$ cat config.mk
export PLATFORM = sky130hd
export DESIGN_NAME = ipf_lcu_feeder_flat
export DESIGN_NICKNAME = d
export VERILOG_FILES = /design/src/rtl/ipf_pkg.sv /design/src/rtl/ipf_lcu_feeder_if.sv /design/src/rtl/ipf_lcu_scan_ctr.sv /design/src/rtl/ipf_lcu_feeder.sv /design/src/flat_wrapper.sv
export SDC_FILE = /design/constraint.sdc
export NUM_CORES = 1
export LEC_CHECK = 0
export CORE_MARGIN = 2
export CORE_UTILIZATION = 53
export DETAILED_ROUTE_END_ITERATION = 8
export PLACE_DENSITY = 0.86
export SETUP_SLACK_MARGIN = 0.15
export SYNTH_ARGS = -nofsm -noshare
export SYNTH_HDL_FRONTEND = slang
export SYNTH_SLANG_ARGS = --single-unit
$ cat constraint.sdc
create_clock -name clk -period 4.3 [get_ports clk]
set_input_delay 0.86 -clock clk [delete_from_list [all_inputs] [get_ports clk]]
set_output_delay 0.86 -clock clk [all_outputs]
set_load 0.05 [all_outputs]
$ cat src/rtl/ipf_pkg.sv
// Shared definitions for the IPF LCU feeder: image/parameter geometry,
// LCU size decoding and FSM state encoding.
package ipf_pkg;
    localparam int IMG_LOG2 = 7;
    localparam int PIX_W    = 8;
    localparam int PRM_W    = 24;
    localparam int ADDR_W   = 2 * IMG_LOG2;

    // Parameter word layout: {ipf_type, band_pos, wo_class, offset}
    localparam int PRM_TYPE_LSB = 22;
    localparam int PRM_BAND_LSB = 17;
    localparam int PRM_WO_BIT   = 16;
    localparam int PRM_OFF_LSB  = 0;

    localparam logic [1:0] SZ_16 = 2'd0;
    localparam logic [1:0] SZ_32 = 2'd1;
    localparam logic [1:0] SZ_64 = 2'd2;

    typedef enum logic [2:0] {
        S_IDLE   = 3'd0,
        S_PFETCH = 3'd1,
        S_PLATCH = 3'd2,
        S_STREAM = 3'd3,
        S_DRAIN  = 3'd4,
        S_DONE   = 3'd5
    } state_t;

    function automatic logic [1:0] norm_size(input logic [1:0] cfg);
        return (cfg == 2'd3) ? SZ_64 : cfg;
    endfunction

    // log2 of the LCU edge length N
    function automatic logic [2:0] n_log2(input logic [1:0] sz);
        case (sz)
            SZ_16:   return 3'd4;
            SZ_32:   return 3'd5;
            default: return 3'd6;
        endcase
    endfunction

    function automatic logic [5:0] n_max(input logic [1:0] sz);
        return 6'((7'd1 << n_log2(sz)) - 7'd1);
    endfunction

    function automatic logic [2:0] l_max(input logic [1:0] sz);
        return 3'((4'd1 << (3'd7 - n_log2(sz))) - 4'd1);
    endfunction
endpackage

$ cat src/rtl/ipf_lcu_feeder_if.sv
// Filter-side pixel bus of the LCU feeder: pixel beat, per-LCU sideband
// and the filter's busy throttle.
interface ipf_lcu_feeder_if;
    import ipf_pkg::*;

    // in_en marks a valid din beat and cannot be refused on that cycle; busy
    // only stops new image reads, so one beat already in flight still arrives.
    logic             busy;
    logic             in_en;
    logic [PIX_W-1:0] din;
    logic [1:0]       ipf_type;
    logic [4:0]       ipf_band_pos;
    logic             ipf_wo_class;
    logic [15:0]      ipf_offset;
    logic [2:0]       lcu_x;
    logic [2:0]       lcu_y;
    logic [1:0]       lcu_size;

    modport master (
        input  busy,
        output in_en, din, ipf_type, ipf_band_pos, ipf_wo_class, ipf_offset,
               lcu_x, lcu_y, lcu_size
    );

    modport slave (
        output busy,
        input  in_en, din, ipf_type, ipf_band_pos, ipf_wo_class, ipf_offset,
               lcu_x, lcu_y, lcu_size
    );
endinterface

$ cat src/rtl/ipf_lcu_scan_ctr.sv
// LCU raster scan counters: col/row inside an LCU, then lcu_x/lcu_y across
// the image, with wrap points set by the LCU size code.
module ipf_lcu_scan_ctr
    import ipf_pkg::*;
(
    input  logic              clk,
    input  logic              reset,
    input  logic              clear,
    input  logic              adv,
    input  logic [1:0]        size,
    output logic [2:0]        lcu_x,
    output logic [2:0]        lcu_y,
    output logic [5:0]        lcu_idx,
    output logic [ADDR_W-1:0] img_addr,
    output logic              first_pix,
    output logic              last_pix,
    output logic              last_lcu
);
    logic [5:0]          row;
    logic [5:0]          col;
    logic [5:0]          nmax;
    logic [2:0]          lmax;
    logic [2:0]          nsh;
    logic [IMG_LOG2-1:0] img_row;
    logic [IMG_LOG2-1:0] img_col;

    assign nsh  = n_log2(size);
    assign nmax = n_max(size);
    assign lmax = l_max(size);

    // N is a power of two, so lcu*N + offset is a shift OR'd with the offset
    assign img_row  = ({4'b0, lcu_y} << nsh) | {1'b0, row};
    assign img_col  = ({4'b0, lcu_x} << nsh) | {1'b0, col};
    assign img_addr = {img_row, img_col};
    assign lcu_idx  = ({3'b0, lcu_y} << (3'd7 - nsh)) | {3'b0, lcu_x};

    assign first_pix = (row == '0) && (col == '0);
    assign last_pix  = (row == nmax) && (col == nmax);
    assign last_lcu  = (lcu_x == lmax) && (lcu_y == lmax);

    always_ff @(posedge clk or posedge reset) begin
        if (reset) begin
            row   <= '0;
            col   <= '0;
            lcu_x <= '0;
            lcu_y <= '0;
        end else if (clear) begin
            row   <= '0;
            col   <= '0;
            lcu_x <= '0;
            lcu_y <= '0;
        end else if (adv) begin
            if (col != nmax) begin
                col <= col + 6'd1;
            end else begin
                col <= '0;
                if (row != nmax) begin
                    row <= row + 6'd1;
                end else begin
                    row <= '0;
                    if (lcu_x != lmax) begin
                        lcu_x <= lcu_x + 3'd1;
                    end else begin
                        lcu_x <= '0;
                        lcu_y <= (lcu_y == lmax) ? 3'd0 : lcu_y + 3'd1;
                    end
                end
            end
        end
    end
endmodule

$ cat src/rtl/ipf_lcu_feeder.sv
// Streams a 128x128 image to the IPF filter in LCU raster order with the
// per-LCU parameters prefetched one LCU ahead.
module ipf_lcu_feeder
    import ipf_pkg::*;
(
    input  logic              clk,
    input  logic              reset,
    input  logic              start,
    input  logic [1:0]        cfg_lcu_size,
    output logic              img_rd,
    output logic [ADDR_W-1:0] img_addr,
    input  logic [PIX_W-1:0]  img_q,
    output logic              prm_rd,
    output logic [5:0]        prm_addr,
    input  logic [PRM_W-1:0]  prm_q,
    output logic              active,
    output logic              done,
    ipf_lcu_feeder_if.master  fil,
    output state_t            dbg_state
);
    state_t            state;
    state_t            state_nxt;
    logic              accept;
    logic [1:0]        size_q;
    logic              rd_q;
    logic              prm_rd_q;
    logic [PRM_W-1:0]  next_prm;
    logic [PRM_W-1:0]  sb_prm;
    logic [2:0]        sb_x;
    logic [2:0]        sb_y;
    logic [2:0]        lcu_x;
    logic [2:0]        lcu_y;
    logic [5:0]        lcu_idx;
    logic              first_pix;
    logic              last_pix;
    logic              last_lcu;

    ipf_lcu_scan_ctr u_scan (
        .clk       (clk),
        .reset     (reset),
        .clear     (accept),
        .adv       (img_rd),
        .size      (size_q),
        .lcu_x     (lcu_x),
        .lcu_y     (lcu_y),
        .lcu_idx   (lcu_idx),
        .img_addr  (img_addr),
        .first_pix (first_pix),
        .last_pix  (last_pix),
        .last_lcu  (last_lcu)
    );

    always_ff @(posedge clk or posedge reset) begin
        if (reset) state <= S_IDLE;
        else       state <= state_nxt;
    end

    always_comb begin
        state_nxt = state;
        accept    = 1'b0;
        img_rd    = 1'b0;
        prm_rd    = 1'b0;
        prm_addr  = '0;
        active    = 1'b0;
        done      = 1'b0;
        case (state)
            S_IDLE: begin
                if (start) begin
                    accept    = 1'b1;
                    state_nxt = S_PFETCH;
                end
            end
            S_PFETCH: begin
                active    = 1'b1;
                prm_rd    = 1'b1;
                state_nxt = S_PLATCH;
            end
            S_PLATCH: begin
                active    = 1'b1;
                state_nxt = S_STREAM;
            end
            S_STREAM: begin
                active = 1'b1;
                if (!fil.busy) begin
                    img_rd = 1'b1;
                    // First read of an LCU fetches the parameters of the next one
                    if (first_pix && !last_lcu) begin
                        prm_rd   = 1'b1;
                        prm_addr = lcu_idx + 6'd1;
                    end
                    if (last_pix && last_lcu) state_nxt = S_DRAIN;
                end
            end
            S_DRAIN: begin
                active    = 1'b1;
                state_nxt = S_DONE;
            end
            S_DONE: begin
                done      = 1'b1;
                state_nxt = S_IDLE;
            end
            default: state_nxt = S_IDLE;
        endcase
    end

    always_ff @(posedge clk or posedge reset) begin
        if (reset) begin
            size_q   <= '0;
            rd_q     <= 1'b0;
            prm_rd_q <= 1'b0;
            next_prm <= '0;
            sb_prm   <= '0;
            sb_x     <= '0;
            sb_y     <= '0;
        end else begin
            if (accept) size_q <= norm_size(cfg_lcu_size);
            rd_q     <= img_rd;
            prm_rd_q <= prm_rd;
            if (prm_rd_q) next_prm <= prm_q;
            // Sideband switches exactly when the LCU's first pixel is delivered
            if (img_rd && first_pix) begin
                sb_prm <= next_prm;
                sb_x   <= lcu_x;
                sb_y   <= lcu_y;
            end
        end
    end

    assign fil.in_en        = rd_q;
    assign fil.din          = rd_q ? img_q : '0;
    assign fil.ipf_type     = sb_prm[PRM_TYPE_LSB +: 2];
    assign fil.ipf_band_pos = sb_prm[PRM_BAND_LSB +: 5];
    assign fil.ipf_wo_class = sb_prm[PRM_WO_BIT];
    assign fil.ipf_offset   = sb_prm[PRM_OFF_LSB +: 16];
    assign fil.lcu_x        = sb_x;
    assign fil.lcu_y        = sb_y;
    assign fil.lcu_size     = size_q;
    assign dbg_state        = state;
endmodule

$ cat src/flat_wrapper.sv
// flat-port wrapper written by rule: the top's interface ports become plain ports
module ipf_lcu_feeder_flat import ipf_pkg::*;
  (clk, reset, start, cfg_lcu_size, img_rd, img_addr, img_q, prm_rd, prm_addr, prm_q, active, done, dbg_state, fil_busy, fil_in_en, fil_din, fil_ipf_type, fil_ipf_band_pos, fil_ipf_wo_class, fil_ipf_offset, fil_lcu_x, fil_lcu_y, fil_lcu_size);
  ipf_lcu_feeder_if fil_i ();
  input  logic clk;
  input  logic reset;
  input  logic start;
  input  logic [1:0] cfg_lcu_size;
  output logic img_rd;
  output logic [ADDR_W-1:0] img_addr;
  input  logic [PIX_W-1:0] img_q;
  output logic prm_rd;
  output logic [5:0] prm_addr;
  input  logic [PRM_W-1:0] prm_q;
  output logic active;
  output logic done;
  output state_t dbg_state;
  input wire logic [$bits(fil_i.busy)-1:0] fil_busy;
  output wire logic [$bits(fil_i.in_en)-1:0] fil_in_en;
  output wire logic [$bits(fil_i.din)-1:0] fil_din;
  output wire logic [$bits(fil_i.ipf_type)-1:0] fil_ipf_type;
  output wire logic [$bits(fil_i.ipf_band_pos)-1:0] fil_ipf_band_pos;
  output wire logic [$bits(fil_i.ipf_wo_class)-1:0] fil_ipf_wo_class;
  output wire logic [$bits(fil_i.ipf_offset)-1:0] fil_ipf_offset;
  output wire logic [$bits(fil_i.lcu_x)-1:0] fil_lcu_x;
  output wire logic [$bits(fil_i.lcu_y)-1:0] fil_lcu_y;
  output wire logic [$bits(fil_i.lcu_size)-1:0] fil_lcu_size;
  assign fil_i.busy = fil_busy;
  assign fil_in_en = fil_i.in_en;
  assign fil_din = fil_i.din;
  assign fil_ipf_type = fil_i.ipf_type;
  assign fil_ipf_band_pos = fil_i.ipf_band_pos;
  assign fil_ipf_wo_class = fil_i.ipf_wo_class;
  assign fil_ipf_offset = fil_i.ipf_offset;
  assign fil_lcu_x = fil_i.lcu_x;
  assign fil_lcu_y = fil_i.lcu_y;
  assign fil_lcu_size = fil_i.lcu_size;
  ipf_lcu_feeder u_core (.clk(clk), .reset(reset), .start(start), .cfg_lcu_size(cfg_lcu_size), .img_rd(img_rd), .img_addr(img_addr), .img_q(img_q), .prm_rd(prm_rd), .prm_addr(prm_addr), .prm_q(prm_q), .active(active), .done(done), .fil(fil_i), .dbg_state(dbg_state));
endmodule
### After elaboration in Yosys (flattened, before gate mapping)

Index checks and enable logic that the tools add are counted.
W data, S select, Z words.

| operators by class | value |
|---|---|
| $add $sub $neg | 8 |
| eq/ne operators | 20 |
| shifts and indexed selects | 5 |
| multiplexer cells | 37 |
| bitwise gates (word level) | 3 |
| reductions and logical operators | 17 |

Operators by type and width:

| operator | count |
|---|---|
| $mux W6 | 10 |
| $mux W3 | 14 |
| $add A6 B1 Y6 const B | 3 |
| $pmux W3 S5 | 1 |
| $or A7 B6 Y7 | 2 |
| $shl A3 B3 Y7 | 2 |
| $eq A6 B6 Y1 | 2 |
| $logic_not A6 Y1 | 2 |
| $ne A6 B6 Y1 | 2 |
| $mux W1 | 8 |
| $mux W8 | 1 |
| $ne A2 B1 Y1 const B | 4 |
| $add A3 B1 Y3 const B | 2 |
| $eq A3 B2 Y1 const B | 2 |
| $eq A3 B3 Y1 | 2 |
| $eq A3 B3 Y1 const B | 2 |
| $logic_and A1 B1 Y1 | 6 |
| $or A6 B3 Y6 | 1 |
| $reduce_and A3 Y1 | 2 |
| $shl A1 B3 Y6 const A | 1 |
| $shl A3 B3 Y6 | 1 |
| $sub A6 B1 Y6 const B | 1 |
| $ne A2 B2 Y1 const B | 2 |
| $pmux W2 S2 | 1 |
| other kinds (16) | 16 |

| storage, ports and cells | value |
|---|---|
| register bits after elaboration | 79 |
| bits of input ports | 38 |
| output and inout bits | 68 |
| word-level logic and storage cells | 102 |

### Logic depth before layout (Yosys ltp)

| depth | value |
|---|---|
| depth in word-level cells | 12 |
| depth in mapped cells | 9 |
| gate-level depth less buffers | 7 |

### Modules after synthesis

From an unflattened synthesis, not the netlist that was laid out.

| unflattened totals | value |
|---|---|
| cell total of the unflattened synthesis | 341 |
| area total of the unflattened synthesis | 4098.9 µm² |

By module, submodules not included:

| module | times used | cells each | area an instance (µm²) | sequential area each (µm²) |
|---|---|---|---|---|
| ipf_lcu_feeder | 1 | 171 | 2621.3 | 1526.5 |
| ipf_lcu_scan_ctr | 1 | 170 | 1477.7 | 450.4 |

### Least setup slack after synthesis

No wires, ideal clock.

| timing | value |
|---|---|
| kind | input port to output port |
| start | input port fil_busy |
| end | output port prm_addr[5] |
| data arrival time | 2.718 ns |
| required time | 3.440 ns |
| path slack | 0.722 ns |
| cell stages on the path | 7 |
| buffers on the path | 2 |
| cell sequence | nand4bb_4 > buf_6 > inv_1 > and3_1 > buf_4 > nand2_2 > a211oi_2 |

| between the ends | value |
|---|---|
| cells in the longest elaborated chain, start to end | 2 |

Ends and longest elaborated chain:

| item | RTL line | text |
|---|---|---|
| start, declared | flat_wrapper.sv:18 | `input wire logic [$bits(fil_i.busy)-1:0] fil_busy;` |
| $mux W6 | ipf_lcu_feeder.sv:84 | `if (!fil.busy) begin` |
| $mux W6 | ipf_lcu_feeder.sv:66 | `case (state)` |
| end, declared | flat_wrapper.sv:13 | `output logic [5:0] prm_addr;` |

No other way between the ends.

### Worst setup path after layout

| timing | value |
|---|---|
| start | input port fil_busy |
| end | output port prm_addr[1] |

Same word-level chain as after synthesis.

==> run metrics <==
status=finished, final reports clean; vias in the first global route=3087; postcts setup bufs=0; CP Class=in2out; post-synthesis sequential area ratio=0.480; Slew HR=0.233; Combinational Power Share=0.227; sw frac=0.335; RSZ-0062 raised after global routing=false; first-pass GRT wire length=14700 µm; clock skew=0.0143 ns; Clk pwr share=0.311; HP Start=u_core.next_prm[6]$_DFFE_PP0P_; n_diodes=0; vias per inst=5.28; die area=8500 µm²; mean post-synth cell area=9.89 µm²; initial antenna violation count=0; Max Slew Vio Count=0; Peak supply drop=0.260 mV; Antenna Violating Nets Remaining=0; drt first pass iters=4; CTS Buffer Depth=2; max cap viols=0; layout cells sized above 1=0.145; Buffers & Inverters on Critical Path=4; Pwr per Cell Area=348 nW/µm²; startpoint class of the critical path=input pin; DRC=0; FFs w/ async S/R, synth=1.00; CTS Buf Count=9; setup violators final=0; Setup crit end kind=primary output; Lkg Pwr=2.38 nW; Reg power frac=0.462; Hold Path Depth=2; Mapped Cells=417; final hold viol count=0; hpwl dp=6470 µm; Synth Flop Type=dfrtp_1; CP Max Fanout=14; grt total ovfl=0; Die X=92.2 µm; Slew @ Worst Pin=1.15 ns; Reg2Reg Capture Point=u_core.dbg_state[1]$_DFFE_PP0P_; synth warn=0; final worst path period need=3.64 ns; CTS resizes=0; fin area=5360 µm²; CTS tree=built; Netlist Area Pre-Place=4120 µm²; core box area=7650 µm²; HP Class=reg2reg; Clock Latency Late Sink=0.36 ns; Hold Path End=u_core.sb_prm[6]$_DFFE_PP0P_; Net Sw Power=0.626 mW; Starting Density=0.539; Port Buf Inserts=105; die height=92.2 µm; FF-to-FF Start=u_core.fil.lcu_size[1]$_DFFE_PP0P_; I/O Pins=106; dpl cell area=5150 µm²; Worst Path Required=3.44 ns; Largest stage delay, worst path=0.45 ns; clk root buf=clkbuf_8; routed len/inst=15.0 µm; worst r2r path cells=5; Max stage delay cell, worst path=clkdlybuf4s50_1; clock-pin slew on the worst setup and hold paths=0.09 ns; CTS Sinks=79; H-tree levels=3; Synth cell types=60; TNS Setup=0 ns; r2r setup slk=1.86 ns; GP Congestion=0.828; worst-path cell chain=clkdlybuf4s50_1 > nand4bb_4 > inv_1 > and3_1 > buf_4 > and3_1 > buf_12; Syn Nets=462; final WL=9070 µm; Final Net Count=544; fmax=275 MHz; Critical Path AT=2.78 ns; largest net degree at the start of global routing=70; Yosys reg bits=79; Crit path max-delay family=buffers and inverters; via count=3200; 1st-iter DRT viols=139; period utilisation layout=0.846; CP dominant cell by count=and3_1; Tot GR Track Use=0.219; # hold bufs at CTS=0; Post-synth EDFFs=0; Int Power=1.24 mW; Layout area overhead=30.0%; Site Rows=32
cells by family (layout without fill, tap and decap cells):
group	Yosys count	in the layout	synth area share
buffers and inverters	49	136	0.0728
adder cells (fa/ha/maj)	7	7	0.0212
XOR/XNOR	10	10	0.0212
AND/OR/NAND/NOR	186	186	0.232
multiplexers	30	30	0.0804
flip-flops	79	79	0.480
AO/OA/AOI/OAI	56	56	0.0932
sequential cells by signal, indices dropped and copies added (netlist names):
| signal | flops |
|---|---|
| u_core.next_prm | 24 |
| u_core.sb_prm | 24 |
| u_core.u_scan.col | 6 |
| u_core.u_scan.row | 6 |
| u_core.dbg_state | 3 |
| u_core.fil.lcu_x | 3 |
| u_core.fil.lcu_y | 3 |
| u_core.u_scan.lcu_x | 3 |
| u_core.u_scan.lcu_y | 3 |
| u_core.fil.lcu_size | 2 |
| u_core.fil.in_en | 1 |
| u_core.prm_rd_q | 1 |
worst max-delay path by stage:
stage | start | to | slack, ns | cells past startpoint
finish | fil_busy | prm_addr[1] | 0.66 | 7
global route | fil_busy | prm_addr[1] | 0.54 | 7
CTS | fil_busy | prm_addr[1] | 0.65 | 7
detailed placement | fil_busy | prm_addr[1] | 0.65 | 7
global placement | fil_busy | prm_addr[1] | 0.74 | 7
floorplan | fil_busy | prm_addr[5] | 0.72 | 7
per-layer routing:
layer / part of all wire / vias up / GRT usage
met3: 0.029 / 10 / 0.0394
met4: 0.014 / 0 / 0.0697
li1: - / 1560 / -
met2: 0.51 / 61 / 0.377
met1: 0.45 / 1569 / 0.280
met5: 0 / - / 0
synthesized netlist by cell type (2+ instances only):
master | count | area (µm²)
or3_1 | 3 | 18.8
nor4bb_1 | 3 | 30.0
nand3_1 | 8 | 40.0
nor2b_1 | 2 | 12.5
and3_1 | 6 | 37.5
inv_1 | 9 | 33.8
nand3b_1 | 2 | 15.0
or2_2 | 3 | 18.8
a31oi_1 | 4 | 25.0
o21ai_0 | 13 | 65.1
mux2i_1 | 5 | 50.1
clkbuf_1 | 16 | 60.1
o31ai_4 | 2 | 42.5
dfrtp_1 | 79 | 1980
o31a_1 | 2 | 17.5
buf_2 | 3 | 15.0
buf_4 | 10 | 75.1
a21o_1 | 4 | 30.0
buf_6 | 10 | 113
xnor2_1 | 4 | 35.0
nand2b_1 | 3 | 18.8
a311oi_1 | 2 | 17.5
a211oi_2 | 2 | 25.0
nand4b_1 | 3 | 26.3
nor3b_1 | 2 | 15.0
and2_1 | 10 | 62.6
mux2_2 | 25 | 282
nor3_1 | 2 | 10.0
nand2_1 | 106 | 398
a21oi_1 | 17 | 85.1
nor2_1 | 15 | 56.3
ha_1 | 7 | 87.6
o31ai_1 | 3 | 22.5
xor2_1 | 6 | 52.6
power by group through the flow:
stage	Sequential, mW	Combinational [mW]	Clock (mW)
2_1_floorplan	0.870	0.321	0
3_3_place_gp	0.872	0.417	0
3_5_place_dp	0.876	0.429	0
4_1_cts	0.862	0.430	0.590
5_1_grt	0.869	0.454	0.619
6_report	0.862	0.424	0.581
placed cells by master, fill, tap and decap left out, drive strengths merged, types with 9 or more instances in the layout:
cell type,netlist,routed
clkbuf,16,9
and2,10,10
nand3,9,9
o21ai,14,14
clkdlybuf4s50,0,98
nand2,107,107
nor2,16,16
mux2,25,25
inv,10,13
dfrtp,79,79
a21oi,17,17
buf,23,12
area by class of cell:
class                   count  area (µm²)
well taps                 102         128
fillers                   580        2290
inverters                  10        38.8
clock buffers               9         124
flip-flops and latches     79        1980
clock inverters             7        83.8
repair buffers            110        1160
multi-input cells         289        1850
tightest hold or removal path, stage by stage, from the launching register on:
cell and delay, ns:
dfrtp_1 0.35, nand2_1 0.05, nand2_1 0.05
through the flow:
step,util,hold slack (ns),power (mW),std cells,setup slack [ns]
CTS,0.701,0.472,1.88,606,0.650
finish,0.701,0.470,1.87,606,0.664
detailed placement,0.674,0.456,1.31,590,0.654
global placement,0.674,0.449,1.29,590,0.739
floorplan,-,0.441,1.19,417,0.722
global route,0.701,0.498,1.94,606,0.536
No activity file was read; power rests on OpenSTA's default activity.
